<file path="src/rtl/huffman_pkg.sv">
// Shared types and defaults for the Huffman bit packer and its downstream decoder.
package huffman_pkg;

  localparam int HUFF_W     = 8;
  localparam int HUFF_DEPTH = 16;

  typedef enum logic [1:0] {
    ST_CFG   = 2'd0,
    ST_RUN   = 2'd1,
    ST_FLUSH = 2'd2
  } huff_state_t;

  typedef struct packed {
    logic [HUFF_W-1:0] sym;
    logic [HUFF_W-1:0] code;
    logic [HUFF_W-1:0] width;
    logic              valid;
  } huff_entry_t;

endpackage

</file>
<file path="src/rtl/huffman_code_table.sv">
// Symbol-to-code table: sequential fill through a write pointer, combinational
// lookup across all valid entries with the lowest index winning on duplicates.
module huffman_code_table
  import huffman_pkg::*;
#(
  parameter int W     = HUFF_W,
  parameter int DEPTH = HUFF_DEPTH
) (
  input  logic         clk,
  input  logic         rst,
  input  logic         clr,
  input  logic         wr_en,
  input  logic [W-1:0] wr_sym,
  input  logic [W-1:0] wr_code,
  input  logic [W-1:0] wr_width,
  input  logic [W-1:0] lk_sym,
  output logic         hit,
  output logic [W-1:0] hit_code,
  output logic [W-1:0] hit_width
);

  localparam int PW = $clog2(DEPTH + 1);
  localparam int IW = (DEPTH > 1) ? $clog2(DEPTH) : 1;

  logic [PW-1:0]    wr_ptr;
  logic [DEPTH-1:0] valid_q;
  logic [W-1:0]     sym_q   [DEPTH];
  logic [W-1:0]     code_q  [DEPTH];
  logic [W-1:0]     width_q [DEPTH];
  logic             wr_ok;
  logic [W-1:0]     wr_mask;

  assign wr_ok   = wr_en && (wr_ptr != PW'(DEPTH)) && (wr_width != '0) && (wr_width <= W'(W));
  // Bits above the code width are cleared so the packer can OR codes in blindly.
  assign wr_mask = ~({W{1'b1}} << wr_width);

  always_ff @(posedge clk) begin
    if (rst || clr) begin
      wr_ptr  <= '0;
      valid_q <= '0;
    end else if (wr_ok) begin
      wr_ptr                   <= wr_ptr + PW'(1);
      valid_q[wr_ptr[IW-1:0]]  <= 1'b1;
    end
  end

  always_ff @(posedge clk) begin
    if (wr_ok && !rst && !clr) begin
      sym_q[wr_ptr[IW-1:0]]   <= wr_sym;
      code_q[wr_ptr[IW-1:0]]  <= wr_code & wr_mask;
      width_q[wr_ptr[IW-1:0]] <= wr_width;
    end
  end

  always_comb begin
    hit       = 1'b0;
    hit_code  = '0;
    hit_width = '0;
    for (int i = DEPTH - 1; i >= 0; i--) begin
      if (valid_q[i] && (sym_q[i] == lk_sym)) begin
        hit       = 1'b1;
        hit_code  = code_q[i];
        hit_width = width_q[i];
      end
    end
  end

endmodule

</file>
<file path="src/rtl/huffman_pack.sv">
// Huffman bit packer: maps symbols to variable-width codes and emits packed bytes on request.
// Define HUFF_PACK_ERR_CNT_EN to enable the saturating table-miss counter on err_cnt.
//
// state    | meaning
// ST_CFG   | table fill; no symbols accepted, datapath empty
// ST_RUN   | accept symbols, pop full bytes on d_req
// ST_FLUSH | no new symbols; pop full bytes, then a zero-padded partial byte
module huffman_pack
  import huffman_pkg::*;
#(
  parameter int W     = HUFF_W,
  parameter int DEPTH = HUFF_DEPTH
) (
  input  logic         clk,
  input  logic         rst,
  input  logic [W-1:0] d_conf,
  input  logic [W-1:0] h_conf,
  input  logic [W-1:0] w_conf,
  input  logic         en_conf,
  input  logic         new_conf,
  input  logic         conf_done,
  input  logic [W-1:0] sym_in,
  input  logic         sym_en,
  output logic         sym_rdy,
  input  logic         flush,
  input  logic         d_req,
  output logic [W-1:0] d_out,
  output logic         en_out,
  output logic         miss,
  output logic [7:0]   err_cnt,
  output logic         flush_done
);

  localparam int AW = 2 * W;
  localparam int CW = $clog2(AW + 1);

  huff_state_t   state_q, state_d;
  logic [AW-1:0] acc_q, acc_d, acc_base, app_bits;
  logic [CW-1:0] cnt_q, cnt_d, cnt_base, sh_amt;
  logic          tbl_hit;
  logic [W-1:0]  tbl_code, tbl_width;
  logic          accept, append, pop;
  logic          flush_done_d;

  huffman_code_table #(
    .W     (W),
    .DEPTH (DEPTH)
  ) u_table (
    .clk       (clk),
    .rst       (rst),
    .clr       (new_conf),
    .wr_en     (en_conf && (state_q == ST_CFG)),
    .wr_sym    (d_conf),
    .wr_code   (h_conf),
    .wr_width  (w_conf),
    .lk_sym    (sym_in),
    .hit       (tbl_hit),
    .hit_code  (tbl_code),
    .hit_width (tbl_width)
  );

  assign sym_rdy = (state_q == ST_RUN) && (cnt_q <= CW'(W));
  assign accept  = sym_en && sym_rdy;
  assign append  = accept && tbl_hit;

  always_comb begin
    pop = 1'b0;
    case (state_q)
      ST_RUN:   pop = d_req && (cnt_q >= CW'(W));
      ST_FLUSH: pop = d_req && (cnt_q != '0);
      default:  pop = 1'b0;
    endcase
  end

  // The append lands directly below whatever remains after this cycle's pop.
  always_comb begin
    acc_base = acc_q;
    cnt_base = cnt_q;
    if (pop) begin
      acc_base = acc_q << W;
      cnt_base = (cnt_q >= CW'(W)) ? (cnt_q - CW'(W)) : '0;
    end
    sh_amt   = CW'(AW) - cnt_base - CW'(tbl_width);
    app_bits = {{W{1'b0}}, tbl_code} << sh_amt;
    acc_d    = acc_base;
    cnt_d    = cnt_base;
    if (append) begin
      acc_d = acc_base | app_bits;
      cnt_d = cnt_base + CW'(tbl_width);
    end
  end

  always_comb begin
    state_d      = state_q;
    flush_done_d = 1'b0;
    case (state_q)
      ST_CFG: begin
        if (conf_done) state_d = ST_RUN;
      end
      ST_RUN: begin
        if (flush) begin
          if ((cnt_q == '0) && !append) flush_done_d = 1'b1;
          else                          state_d      = ST_FLUSH;
        end
      end
      ST_FLUSH: begin
        if (cnt_q == '0) begin
          flush_done_d = 1'b1;
          state_d      = ST_RUN;
        end
      end
      default: state_d = ST_CFG;
    endcase
  end

  always_ff @(posedge clk) begin
    if (rst || new_conf) begin
      state_q    <= ST_CFG;
      acc_q      <= '0;
      cnt_q      <= '0;
      d_out      <= '0;
      en_out     <= 1'b0;
      miss       <= 1'b0;
      flush_done <= 1'b0;
    end else begin
      state_q    <= state_d;
      acc_q      <= acc_d;
      cnt_q      <= cnt_d;
      en_out     <= pop;
      miss       <= accept && !tbl_hit;
      flush_done <= flush_done_d;
      if (pop) d_out <= acc_q[AW-1:W];
    end
  end

`ifdef HUFF_PACK_ERR_CNT_EN
  logic [7:0] err_q;

  always_ff @(posedge clk) begin
    if (rst) begin
      err_q <= '0;
    end else if (!new_conf && accept && !tbl_hit && (err_q != 8'hFF)) begin
      err_q <= err_q + 8'd1;
    end
  end

  assign err_cnt = err_q;
`else
  assign err_cnt = 8'd0;
`endif

endmodule

</file>
<file path="config.mk">
export PLATFORM = sky130hd
export DESIGN_NAME = huffman_pack
export DESIGN_NICKNAME = d
export VERILOG_FILES = /design/src/rtl/huffman_pkg.sv /design/src/rtl/huffman_code_table.sv /design/src/rtl/huffman_pack.sv
export SDC_FILE = /design/constraint.sdc
export NUM_CORES = 1
export LEC_CHECK = 0
export ABC_AREA = 1
export CAP_MARGIN = 20
export CORE_MARGIN = 1
export CORE_UTILIZATION = 60
export DETAILED_ROUTE_END_ITERATION = 6
export GPL_TIMING_DRIVEN = 0
export PLACE_DENSITY = 0.8
export SLEW_MARGIN = 15
export SYNTH_ARGS = -nofsm -noshare
export SYNTH_HDL_FRONTEND = slang
export SYNTH_SLANG_ARGS = --single-unit
</file>
<file path="constraint.sdc">
create_clock -name clk -period 5.9 [get_ports clk]
set_input_delay 1.18 -clock clk [delete_from_list [all_inputs] [get_ports clk]]
set_output_delay 1.18 -clock clk [all_outputs]
set_load 0.005 [all_outputs]
</file>
==> metrics.yaml, run 1 <==
synth:
  synth_top_area_cell: "edfxtp_1"
  synth_edf_count: 336
  synth_area_leaders: "edfxtp_1, nand2_1, dfxtp_1"
  synth_area_per_cell_um2: 10.3
  synth_ff_type: "edfxtp_1"
  synth_area_mm2: 0.0178
  synthCells: 1729
  yosysWarningCount: 0
  synth_top_area_share_pct: 56.8
  synth-seq-cells: 391
  postSynth.asyncResetShare_pct: 0
  yosysUniqueCellTypes: 58
  ys_seq_area_share_pct: 63.0
cells_and_area:
  antenna_cells: 0
  design_area_mm2: 0.0205
  syn_to_final_growth_pct: 15.2
  fillCellCount: 1992
  fin_nets: 1912
  drive_gt1_share_pct: 12.3
timing:
  worst_pin_slew_ns: 0.929
  min_period_ns: 5.57
  finalHoldViolations: 0
  skew_ns: 0.0212
  slew_violations: 0
  maxSlewHeadroom_pct: 37.9
  rsz0062_at_grt: "no"
  finalCritPeriodShare_pct: 94.4
  setup_ws_ns: 0.330
  fmax_mhz: 180
  setup_viol: 0
grt:
  top_usage_layer: "met2"
  use_met3_pct: 4.46
  use_met2_pct: 48.4
  antenna_found_initial: 0
  grtUsageTotal_pct: 29.9
  grt_pass1_wl_um: 69700
  gr-total-overflow: 0
  grt_pass1_vias: 13000
  grtUsageMet1_pct: 41.2
  grt_max_degree: 22
power:
  netSwitchingPower_mw: 1.17
  power_per_cell_area_mw_per_mm2: 271
  ir_worst_vdd_mv: 0.237
  p_comb_share_pct: 3.7
  switching_share_pct: 21.1
  p_clk_share_pct: 42.2
  power_frac_seq_pct: 54.1
  p_int_mw: 4.38
  power.leakage_nw: 7.91
setup_path:
  cpPeakStageDelay_ns: 0.55
  startpoint_type: "input pin"
  worstPathRequired_ns: 6.37
  cp-end-kind: "flip-flop"
  startpoint: "sym_in[3]"
  r2r_start: "u_table.sym_q[12][4]"
  arrival_ns: 6.04
  critPathKind: "in2reg"
  slowest_stage: "fa_1"
  rr_worst_depth: 28
  crit_fanout: 10
floorplanning:
  coreArea_mm2: 0.0289
  start_util_pct: 61.4
  fp.dieH_um: 174
  dieWidth_um: 174
  dieArea_mm2: 0.0303
  pin_count: 60
  rows: 62
cts:
  cts_root_buf: "clkbuf_16"
  numCtsBuffers: 40
  cts_tree: "done"
  cts.sinks: 391
  clk_latency_ns: 0.56
  clkSlewWorstSetupHoldPaths_ns: 0.06
  ctsHoldBuffers: 0
  htree_num_levels: 2
  cts.path.max_buffers: 3
route:
  routed_wl_um: 44200
  drcViolationCount: 0
  wl_per_cell_um: 19.5
  ant_nets: 0
  drt-vias-per-instance: 5.84
  dr.pass1.iters: 5
  vias: 13200
  drt-initial-drc-count: 1582
run:
  timing.max_cap.violations: 0
placement:
  dp_slack_ns: -1.40
  place_area_mm2: 0.0190
  place.gp.congestion: 0.929
  portBuffers: 46
  hpwl_um: 29700
status:
  status: "complete, no violations"
worst_hold_path:
  min-delay-path-class: "reg2reg"
  min-delay-start: "acc_q[0]"
  hold_path_depth: 2
cells in the mapped netlist (all sizes together) (2+ instances only):
library cell	instances
a211oi	7
a21boi	3
a21oi	99
a221oi	10
a22oi	2
buf	52
clkbuf	11
clkinv	4
dfxtp	55
edfxtp	336
fa	3
ha	20
inv	174
mux2i	3
nand2	407
nand3	83
nand3b	2
nand4	13
nor2	215
nor3	27
nor3b	5
nor4	15
o2111ai	4
o211ai	10
o21ai	81
o22ai	23
o311ai	2
or2	12
xnor2	16
xor2	23
sequential cells by signal (all words and copies together) (netlist names):
signal,cells
acc_q,16
cnt_q,5
d_out,8
en_out,1
flush_done,1
miss,1
state_q,2
u_table.code_q,128
u_table.sym_q,128
u_table.valid_q,16
u_table.width_q,80
u_table.wr_ptr,5
logic make-up after synthesis:
| logic type | after synthesis | share of synthesized area (%) |
|---|---|---|
| other | 1 | 0.0211 |
| xor gates and xnor gates | 39 | 1.92 |
| adders and majority gates | 23 | 1.75 |
| muxes | 3 | 0.169 |
| and+or+nand+nor | 782 | 18.9 |
| buffers and inverters | 241 | 6.16 |
| AOI/OAI and AO/OA | 249 | 8.04 |
| DFF | 391 | 63.0 |
cell type report:
| class | count | area, um^2 | area share, % |
|---|---|---|---|
| flip-flops and latches | 391 | 11200 | 54.7 |
| multi-input cells | 1104 | 5700 | 27.9 |
| clock buffers | 58 | 1100 | 5.38 |
| repair buffers | 71 | 759 | 3.71 |
| inverters | 178 | 681 | 3.33 |
| well taps | 384 | 480 | 2.35 |
| plain buffers | 63 | 447 | 2.18 |
| clock inverters | 14 | 101 | 0.495 |
power groups by stage:
stage / Clock, mW / Combinational, mW / Sequential [mW]
CTS: 2.35 / 0.201 / 3.00
finish: 2.34 / 0.206 / 3.00
detailed placement: 0 / 0.198 / 3.06
floorplan: 0 / 0.0986 / 3.06
global placement: 0 / 0.189 / 3.06
global route: 2.46 / 0.221 / 3.00
worst max-delay path: cells and delay by family:
kind | cells | cell delay (ns)
buffers and inverters | 7 | 1.19
XOR/XNOR | 1 | 0.22
AND/OR/NAND/NOR | 12 | 1.45
AO/OA/AOI/OAI | 8 | 1.22
adder cells (fa/ha/maj) | 2 | 0.77
layer usage:
layer	part of all wire, %	wire (um)	up-vias
met5	0	0	-
met4	2.7	1190	0
met3	9.2	4060	90
met2	48	21200	721
met1	40	17700	6285
li1	-	-	6109
path summary, 6_finish.rpt:
kind	to	slack, ns
worst min-delay path	acc_q[0]	0.46
worst min register to register	acc_q[0]	0.46
worst max-delay path	acc_q[12]	0.33
worst max register to register	acc_q[12]	1.03
what timing repair did:
| action | 4_1_cts | 5_1_grt |
|---|---|---|
| pin swaps | 5 | 11 |
| setup endpoints to repair | 16 | 16 |
| gates resized for setup | 19 | 28 |
| setup buffers | 4 | 4 |
through the flow:
step	utilization, %	power (mW)	hold WS (ns)	setup TNS [ns]	instances
after floorplan	-	3.16	0.422	0	1736
after global placement	64.7	3.25	0.437	-190.08	2166
after detailed placement	65.7	3.26	0.449	-16.29	2183
after CTS	70.3	5.55	0.463	0	2259
after global routing	70.7	5.68	0.482	0	2263
final	70.7	5.55	0.465	0	2263
cells in the final DEF, fill, tap and decap left out, types with 24 or more instances in the layout:
cell	n
nand2_1	398
edfxtp_1	336
nor2_1	183
inv_1	156
a21oi_1	95
nand3_1	79
o21ai_0	70
dfxtp_1	55
clkdlybuf4s50_1	43
clkbuf_16	40
buf_4	30
clkbuf_1	24
Note: power is estimated with default switching activity, not from simulation.
==> inputs of run 2 (changes only) <==
--- a/config.mk
+++ b/config.mk
@@ -6,7 +6,7 @@
 export NUM_CORES = 1
 export LEC_CHECK = 0
 export ABC_AREA = 1
-export CAP_MARGIN = 20
+export CAP_MARGIN = 0
 export CORE_MARGIN = 1
 export CORE_UTILIZATION = 60
 export DETAILED_ROUTE_END_ITERATION = 6
@@ -15,4 +15,5 @@
 export SLEW_MARGIN = 15
 export SYNTH_ARGS = -nofsm -noshare
 export SYNTH_HDL_FRONTEND = slang
+export SYNTH_HIERARCHICAL = 1
 export SYNTH_SLANG_ARGS = --single-unit
==> run 2 against run 1 <==
Sequential power barely moved. Critical endpoint is now acc_q[8]. Largest cell class unchanged. Highest routed layer unchanged. Wire length up 0.20%. Largest power group unchanged. Hold slack lost 0.0015 ns.
==> metrics.yaml, run 2 <==
cells_and_area:
  design_area_mm2: 0.0212
  layout_common_cells: "nand2_1, edfxtp_1, nor2_1, inv_1, o21ai_0"
  syn_to_final_growth_pct: 13.6
  fillCellCount: 2107
  antenna_cells: 0
  final_core_util_pct: 69.4
  drive_gt1_share_pct: 14.0
  layout_commonest_cell: "nand2_1"
  fin_nets: 2048
  final_cells: 2414
power:
  switching_share_pct: 21.5
  power_per_cell_area_mw_per_mm2: 265
  finalPower_mw: 5.61
  power.leakage_nw: 8.48
  p_comb_share_pct: 4.2
  power_frac_seq_pct: 53.5
  p_clk_share_pct: 42.4
  p_int_mw: 4.40
  ir_worst_vdd_mv: 0.250
  netSwitchingPower_mw: 1.21
placement:
  dp_cells: 2341
  portBuffers: 46
  place_area_mm2: 0.0200
  hpwl_um: 30800
  place.gp.congestion: 0.887
  dp_slack_ns: -0.266
route:
  drt-vias-per-instance: 5.65
  wl_per_cell_um: 18.4
  ant_nets: 0
  vias: 13600
  dr.pass1.iters: 6
  drcViolationCount: 0
  drt-initial-drc-count: 1264
  routed_wl_um: 44300
cts:
  cts.sinks: 391
  cts_tree: "done"
  numCtsBuffers: 40
  clkSlewWorstSetupHoldPaths_ns: 0.06
  cts.path.max_buffers: 3
  htree_num_levels: 2
  clk_latency_ns: 0.54
  cts_root_buf: "clkbuf_16"
  ctsHoldBuffers: 0
  cts-resized-gates: 0
  post_cts_buffers: 0
synth:
  synth_area_per_cell_um2: 9.97
  synthCells: 1873
  yosysWarningCount: 6
  synth_area_mm2: 0.0187
setup_path:
  startpoint_type: "input pin"
  cp_num_buf_inv: 8
  worstPathRequired_ns: 6.36
  critPathTopFamily: "buffers and inverters"
  cpPeakStageDelay_ns: 0.60
  critPathKind: "in2reg"
  slowest_stage: "clkdlybuf4s50_1"
  path_common_cell: "nand2_1"
  cp-end-kind: "flip-flop"
  r2r_slack_ns: 1.44
  crit_fanout: 10
  arrival_ns: 5.94
worst_hold_path:
  min-delay-path-class: "reg2reg"
grt:
  grt_pass1_wl_um: 70000
  grtUsageTotal_pct: 28.9
  grt_max_degree: 21
  antenna_found_initial: 0
  gr-total-overflow: 0
  grt_pass1_vias: 13500
floorplanning:
  dieWidth_um: 178
  pin_count: 60
  fp.dieH_um: 178
  start_util_pct: 61.0
  dieArea_mm2: 0.0318
  coreArea_mm2: 0.0306
  rows: 64
timing:
  setup_ws_ns: 0.416
  slew_violations: 0
  min_period_ns: 5.48
  finalCritPeriodShare_pct: 92.9
  finalHoldViolations: 0
  maxSlewHeadroom_pct: 28.9
  skew_ns: 0.0167
  tns_ns: 0
  worst_pin_slew_ns: 1.06
  fin_hold_ws_ns: 0.463
  fmax_mhz: 182
  setup_viol: 0
status:
  status: "complete, no violations"
run:
  timing.max_cap.violations: 0
-- run 2: layout make-up --
cell class | count | area, um^2 | share of cell area [%]
sequential | 391 | 11200 | 52.7
multi-input combinational | 1199 | 6160 | 29.0
clock buffer | 49 | 1060 | 4.98
inverter | 211 | 802 | 3.78
timing repair buffer | 65 | 741 | 3.49
buffer | 78 | 603 | 2.84
tap | 396 | 495 | 2.34
clock inverter | 25 | 170 | 0.802
-- run 2: metal layers --
layer / GRT usage [%] / vias up / wire [um]
met4: 11.2 / 0 / 1550
met2: 50.1 / 650 / 21900
li1: - / 6471 / -
met5: 0 / - / 0
met1: 36.0 / 6396 / 17100
met3: 5.03 / 127 / 3800
-- run 2: worst reg2reg max path: stages, from the launching register on --
cell	delay [ns]
edfxtp_1	0.37
nand2_1	0.10
o21ai_0	0.08
nor2_1	0.11
nand2_1	0.06
nor2_1	0.13
nand2_1	0.15
buf_4	0.22
buf_4	0.18
o21ai_0	0.18
nor2_1	0.06
nand2_1	0.07
nand2_1	0.05
nand2_1	0.07
nand2_1	0.07
nand2_1	0.09
a21oi_2	0.09
ha_1	0.25
fa_1	0.54
inv_1	0.05
ha_1	0.42
inv_1	0.11
clkbuf_2	0.20
nor2_1	0.24
a22oi_1	0.13
nor2_1	0.15
nand3_2	0.10
a21oi_2	0.12
-- run 2: final timing paths --
check        cells past startpoint        end           startpoint
max reg2reg                     27  acc_q[12]  u_table/sym_q[8][7]
min reg2reg                      2   acc_q[5]             acc_q[5]
max                             30   acc_q[8]            sym_in[1]
min                              2   acc_q[5]             acc_q[5]
-- run 2: power groups by stage --
stage | combinational, mW | clock (mW) | sequential [mW]
after detailed placement | 0.227 | 0 | 3.06
final | 0.233 | 2.38 | 3.00
after global routing | 0.251 | 2.50 | 3.00
after floorplan | 0.119 | 0 | 3.06
after global placement | 0.218 | 0 | 3.06
after CTS | 0.228 | 2.40 | 3.00
